File: config.mk
export PLATFORM = sky130hd
export DESIGN_NAME = uart_msg_arbiter
export DESIGN_NICKNAME = d
export VERILOG_FILES = /design/src/rtl/uart_msg_arbiter_pkg.sv /design/src/rtl/uart_msg_arbiter_rr_arbiter.sv /design/src/rtl/uart_msg_arbiter.sv
export SDC_FILE = /design/constraint.sdc
export NUM_CORES = 1
export LEC_CHECK = 0
export CAP_MARGIN = 5
export CORE_MARGIN = 2
export CORE_UTILIZATION = 53
export CTS_CLUSTER_DIAMETER = 100
export DETAILED_ROUTE_END_ITERATION = 6
export PLACE_DENSITY = 0.8
export SKIP_LAST_GASP = 1
export SYNTH_ARGS = -nofsm -noshare
export SYNTH_HDL_FRONTEND = slang
export SYNTH_HIERARCHICAL = 1
export SYNTH_SLANG_ARGS = --single-unit
File: constraint.sdc
create_clock -name clk_i -period 4.48 [get_ports clk_i]
set_input_delay 0.896 -clock clk_i [delete_from_list [all_inputs] [get_ports clk_i]]
set_output_delay 0.896 -clock clk_i [all_outputs]
set_load 0.02 [all_outputs]
File: src/rtl/uart_msg_arbiter_pkg.sv
// Shared FSM state type and default sizing for the UART message arbiter.
package uart_msg_arbiter_pkg;

   localparam int unsigned DEF_N_REQ    = 32'd4;
   localparam int unsigned DEF_ADDR_W   = 32'd4;
   localparam int unsigned DEF_DATA_W   = 32'd8;
   localparam int unsigned DEF_START_TO = 32'd64;

   typedef enum logic [2:0] {
      IDLE    = 3'd0,
      ARB     = 3'd1,
      FETCH   = 3'd2,
      CHECK   = 3'd3,
      START   = 3'd4,
      WAIT_TX = 3'd5,
      DONE    = 3'd6
   } state_t;

endpackage

File: src/rtl/uart_msg_arbiter_rr_arbiter.sv
// Combinational round-robin arbiter: one-hot grant and index of the first
// requester after ptr, with ptr itself searched last.
module rr_arbiter #(
   parameter int unsigned N     = 4,
   parameter int unsigned IDX_W = (N > 1) ? $clog2(N) : 1
) (
   input  logic [N-1:0]     req,
   input  logic [IDX_W-1:0] ptr,
   output logic [N-1:0]     grant,
   output logic [IDX_W-1:0] idx,
   output logic             any
);

   logic [IDX_W-1:0] cand_s;
   logic             hit_s;

   // Walk ptr+1 .. ptr+N (mod N); the first hit masks all later candidates.
   always_comb begin
      grant  = '0;
      idx    = '0;
      any    = 1'b0;
      cand_s = '0;
      hit_s  = 1'b0;
      for (int unsigned i = 1; i <= N; i++) begin
         cand_s        = IDX_W'((32'(ptr) + i) % N);
         hit_s         = req[cand_s] & ~any;
         grant[cand_s] = grant[cand_s] | hit_s;
         idx           = hit_s ? cand_s : idx;
         any           = any | hit_s;
      end
   end

endmodule

File: src/rtl/uart_msg_arbiter.sv
// Shares one UART transmitter and the message ROM among N_REQ requesters,
// sending one null-terminated string per grant in round-robin order.
module uart_msg_arbiter
   import uart_msg_arbiter_pkg::*;
#(
   parameter int unsigned N_REQ    = DEF_N_REQ,
   parameter int unsigned ADDR_W   = DEF_ADDR_W,
   parameter int unsigned DATA_W   = DEF_DATA_W,
   parameter int unsigned START_TO = DEF_START_TO
) (
   input  logic                      clk_i,
   input  logic                      rst_n_i,
   input  logic [N_REQ-1:0]          req_i,
   input  logic [N_REQ*ADDR_W-1:0]   base_addr_i,
   output logic [N_REQ-1:0]          grant_o,
   output logic [N_REQ-1:0]          done_o,
   output logic                      err_o,
   output logic [ADDR_W-1:0]         addr_o,
   input  logic [DATA_W-1:0]         data_i,
   output logic                      start_o,
   input  logic                      busy_i,
   output logic                      active_o
);

   localparam int unsigned IDX_W = (N_REQ > 1) ? $clog2(N_REQ) : 1;
   localparam int unsigned CNT_W = ADDR_W + 1;
   localparam int unsigned TO_W  = $clog2(START_TO + 1);
   localparam logic [CNT_W-1:0] BYTE_LIMIT = {1'b1, {ADDR_W{1'b0}}};
   localparam logic [TO_W-1:0]  TO_LAST    = TO_W'(START_TO - 1);
   localparam logic [IDX_W-1:0] PTR_RST    = IDX_W'(N_REQ - 1);

   state_t            state_r;
   logic [IDX_W-1:0]  ptr_r;
   logic [IDX_W-1:0]  owner_r;
   logic [CNT_W-1:0]  byte_cnt_r;
   logic [TO_W-1:0]   to_cnt_r;
   logic              busy_meta_r;
   logic              busy_sync_r;
   logic [N_REQ-1:0]  arb_grant_s;
   logic [IDX_W-1:0]  arb_idx_s;
   logic              arb_any_s;
   logic [ADDR_W-1:0] base_sel_s;

   rr_arbiter #(
      .N     (N_REQ),
      .IDX_W (IDX_W)
   ) u_rr_arbiter (
      .req   (req_i),
      .ptr   (ptr_r),
      .grant (arb_grant_s),
      .idx   (arb_idx_s),
      .any   (arb_any_s)
   );

   // Base address slice belonging to the requester the arbiter selects.
   always_comb begin
      base_sel_s = '0;
      for (int unsigned k = 0; k < N_REQ; k++) begin
         base_sel_s = (arb_idx_s == IDX_W'(k)) ? base_addr_i[k*ADDR_W +: ADDR_W] : base_sel_s;
      end
   end

   // Two-flop synchronizer for busy_i, which lives in the UART clock domain.
   always_ff @(posedge clk_i or negedge rst_n_i) begin
      if (!rst_n_i) begin
         busy_meta_r <= 1'b0;
         busy_sync_r <= 1'b0;
      end else begin
         busy_meta_r <= busy_i;
         busy_sync_r <= busy_meta_r;
      end
   end

   // Message sequencer: arbitration, ROM fetch and UART start/busy handshake.
   always_ff @(posedge clk_i or negedge rst_n_i) begin
      if (!rst_n_i) begin
         state_r    <= IDLE;
         ptr_r      <= PTR_RST;
         owner_r    <= '0;
         byte_cnt_r <= '0;
         to_cnt_r   <= '0;
         grant_o    <= '0;
         done_o     <= '0;
         err_o      <= 1'b0;
         addr_o     <= '0;
         start_o    <= 1'b0;
         active_o   <= 1'b0;
      end else begin
         case (state_r)
            IDLE: begin
               state_r <= (|req_i) ? ARB : IDLE;
            end
            ARB: begin
               if (arb_any_s) begin
                  grant_o    <= arb_grant_s;
                  owner_r    <= arb_idx_s;
                  addr_o     <= base_sel_s;
                  active_o   <= 1'b1;
                  byte_cnt_r <= '0;
                  state_r    <= FETCH;
               end else begin
                  state_r    <= IDLE;
               end
            end
            FETCH: begin
               state_r <= CHECK;
            end
            CHECK: begin
               if (data_i == '0) begin
                  done_o  <= grant_o;
                  err_o   <= 1'b0;
                  state_r <= DONE;
               end else if (byte_cnt_r == BYTE_LIMIT) begin
                  // Whole ROM walked without a terminator.
                  done_o  <= grant_o;
                  err_o   <= 1'b1;
                  state_r <= DONE;
               end else begin
                  start_o  <= 1'b1;
                  to_cnt_r <= '0;
                  state_r  <= START;
               end
            end
            START: begin
               if (busy_sync_r) begin
                  start_o <= 1'b0;
                  state_r <= WAIT_TX;
               end else if (to_cnt_r == TO_LAST) begin
                  start_o <= 1'b0;
                  done_o  <= grant_o;
                  err_o   <= 1'b1;
                  state_r <= DONE;
               end else begin
                  to_cnt_r <= to_cnt_r + TO_W'(1'b1);
               end
            end
            WAIT_TX: begin
               if (!busy_sync_r) begin
                  addr_o     <= addr_o + ADDR_W'(1'b1);
                  byte_cnt_r <= byte_cnt_r + CNT_W'(1'b1);
                  state_r    <= FETCH;
               end else begin
                  state_r    <= WAIT_TX;
               end
            end
            DONE: begin
               done_o   <= '0;
               err_o    <= 1'b0;
               grant_o  <= '0;
               active_o <= 1'b0;
               ptr_r    <= owner_r;
               state_r  <= IDLE;
            end
            default: begin
               done_o   <= '0;
               err_o    <= 1'b0;
               grant_o  <= '0;
               active_o <= 1'b0;
               start_o  <= 1'b0;
               state_r  <= IDLE;
            end
         endcase
      end
   end

endmodule

==> results.cfg <==
[synth]
synthesis.area_mm2 = 0.00256
synth_compound_area_share_pct = 23.7
synth_xor_area_share_pct = 1.37
async_flop_share_pct = 100
syn_avg_cell_area_um2 = 9.10
synth_cells = 281
synthesis.nets = 320
yosys.area.top_type = dfrtp_1
yosysWarnings = 6
ys_ff_latch = 36
synth_edf_count = 0
netlist.area_leader.share_pct = 33.3
synth.most_common_cell = nand2_1
synth_mux_area_share_pct = 9.69
yosysSeqAreaShare_pct = 35.3
ys_types = 61
yosys.area_share.simple_pct = 20.5
synth_area_leaders = dfrtp_1 33%, mux4_2 6.2%, nand2_1 5.9%, ha_1 3.9%, nor2_1 2.9%
yosys-top-cells-count = 40 x nand2_1, 34 x dfrtp_1, 20 x nor2_1
synth_fa_ha_area_share_pct = 3.91
synth_top_family_by_area = compound AO/OA/AOI/OAI gates
ys.flop_type = dfrtp_1

[sta]
finalSetupViolations = 0
hold_slack_ns = 0.372
worst_slew_pin_slew_ns = 1.08
max-slew-margin-rel_pct = 26.7
setup_ws_ns = 0.779
max_freq_mhz = 270
grt_setup_unrepaired = false
slew_viol_final = 0
fin_skew_ns = 0.00588
final-hold-violation-count = 0
finalSetupTns_ns = 0
fin_crit_sh_pct = 82.6
finalCriticalPeriod_ns = 3.70

[route]
drt_first_pass_iters = 4
first_iter_violations = 193
vias = 2370
drt.antenna.violating_nets = 0
drc = 0
via_per_inst = 6.35
detail_route.wl_per_cell_um = 16.0
routed_wl_um = 5980

[worst_setup_path]
critPathMaxFanout = 12
path_class = in -> reg
cp_cell_sequence = clkdlybuf4s50_1 > mux4_2 > mux2_4 > a221oi_1 > mux2_1 > a21oi_1 > o32a_1 > a21o_1 > nor3b_1 > a21oi_1 > o2bb2ai_1
startpoint_type = input pin
worst_ep_arrival_time_ns = 3.87
max_stage_delay_ns = 0.61
crit_slowest_cell = mux4_2
crit_path_end_kind = flop
worst_path_most_repeated_cell = a21oi_1
required_ns = 4.65

[placement]
pre_cts_slack_ns = 0.491
dpl.hpwl_um = 4290
place_congestion = 0.855
port_buffers = 45
place_area_mm2 = 0.00302

[global_routing]
grt_antenna_before_repair = 0
grt_max_degree = 37
grt_pass1_wl_um = 10000
use_met2_pct = 35.3
top_usage_layer = met2
met1_usage_pct = 34.5
grt_overflow = 0
grt_usage_pct = 23.7
grt_pass1_vias = 2145
use_met3_pct = 4.39

[clocking]
cts.sinks = 36
clk_latency_ns = 0.30
htreeDepth = 2
holdBufCountCts = 0
postCtsSetupBuffers = 0
path_clk_slew_ns = 0.07
cts_buffers = 5
cts-root-buf = clkbuf_8
cts_tree = done
clockBufferDepth = 2
cts_resized = 0

[floorplanning]
core_area_mm2 = 0.00469
ioPinCount = 46
rows = 25
initial_utilization_pct = 54.5
dieArea_mm2 = 0.00540
die_h_um = 73.5
dieWidth_um = 73.5

[outcome]
status = finished, final reports clean

[power_and_ir_drop]
power_leakage_nw = 1.25
p_per_area_mw_per_mm2 = 653
irDropWorstVdd_uv = 328

[cells_and_area]
drive_above_1_share_pct = 10.0
multi_input_comb_area_mm2 = 0.00151
final_area_mm2 = 0.00311
syn_to_final_growth_pct = 21.7
register_area_um2 = 903
finalNetCount = 357
nFillCells = 379
antenna_cells = 0

[hold_path]
worst_hold_path_type = reg -> reg

[job]
drv_cap = 0
==> routing by layer <==
layer	up-vias	wire, µm	part of all wire (%)
met3	13	310	5.2
li1	1131	-	-
met1	1141	2740	46
met4	0	120	2.0
met5	-	0	0
met2	85	2810	47
==> state kept, by name, summed over array words and instances (netlist names), 2 cells and up <==
register    cells
byte_cnt_r      5
addr_o          4
ptr_r           2
owner_r         2
state_r         3
to_cnt_r        7
grant_o         4
done_o          4
==> worst paths after layout <==
path                       depth (start not counted)   startpoint     endpoint  slack, ns
max                                               11     req_i[0]   grant_o[2]       0.78
max reg2reg                                       12     ptr_r[1]   grant_o[2]       1.02
max in group asynchronous                          2      rst_n_i     ptr_r[1]       3.12
min reg2reg                                        0  busy_meta_r  busy_sync_r       0.37
min                                                0  busy_meta_r  busy_sync_r       0.37
min in group asynchronous                          2      rst_n_i    done_o[3]       1.01
==> critical path, delay by kind of cell <==
kind	cells	cell delay (ns)
AO/OA/AOI/OAI	6	1.08
buffers and inverters	1	0.60
AND/OR/NAND/NOR	1	0.12
multiplexers	3	1.17
==> stage by stage <==
stage               util, %  total power (W)  instances
floorplan                 -          0.00146        281
global placement       64.4          0.00175        365
detailed placement     64.4          0.00178        365
CTS                    66.3          0.00202        373
global route           66.3          0.00219        373
finish                 66.3          0.00203        373
==> power by group <==
part	switching (W)	total, W	internal [W]
Combinational	0.000632	0.00120	0.000572
Clock	0.000120	0.000245	0.000126
Sequential	0.000148	0.000584	0.000436
==> final cells by class <==
type | instances | share of cell area [%]
clock buffers | 8 | 2.90
repair buffers | 50 | 15.7
multi-input cells | 212 | 48.7
flip-flops and latches | 36 | 29.0
well taps | 54 | 2.17
inverters | 13 | 1.57
==> cells in the final DEF (no fill, tap or decap), types with 3 or more instances in the layout <==
cell and n:
a31oi_1 3, nand2b_1 4, nor3b_1 5, o21ai_0 13, a221o_1 4, buf_4 5
a21o_1 5, a211oi_1 5, clkbuf_8 6, mux4_2 7, inv_1 11, nor2_1 20
nand2_1 40, ha_1 8, mux2_2 3, o21ai_1 4, nand3_1 6, o22ai_1 5
o211ai_1 3, dfrtp_1 34, xor2_1 3, nor4_1 5, clkdlybuf4s50_1 45, a21oi_1 9
mux2i_1 3, nor2b_1 6, a32o_1 5, a221oi_1 5
==> logic make-up after synthesis <==
logic type | count (synthesis)
AOI/OAI and AO/OA | 82
xor gates and xnor gates | 4
adders and majority gates | 8
buffers and inverters | 33
DFF | 36
muxes | 15
and+or+nand+nor | 103
No activity file was read; power rests on OpenSTA's default activity.
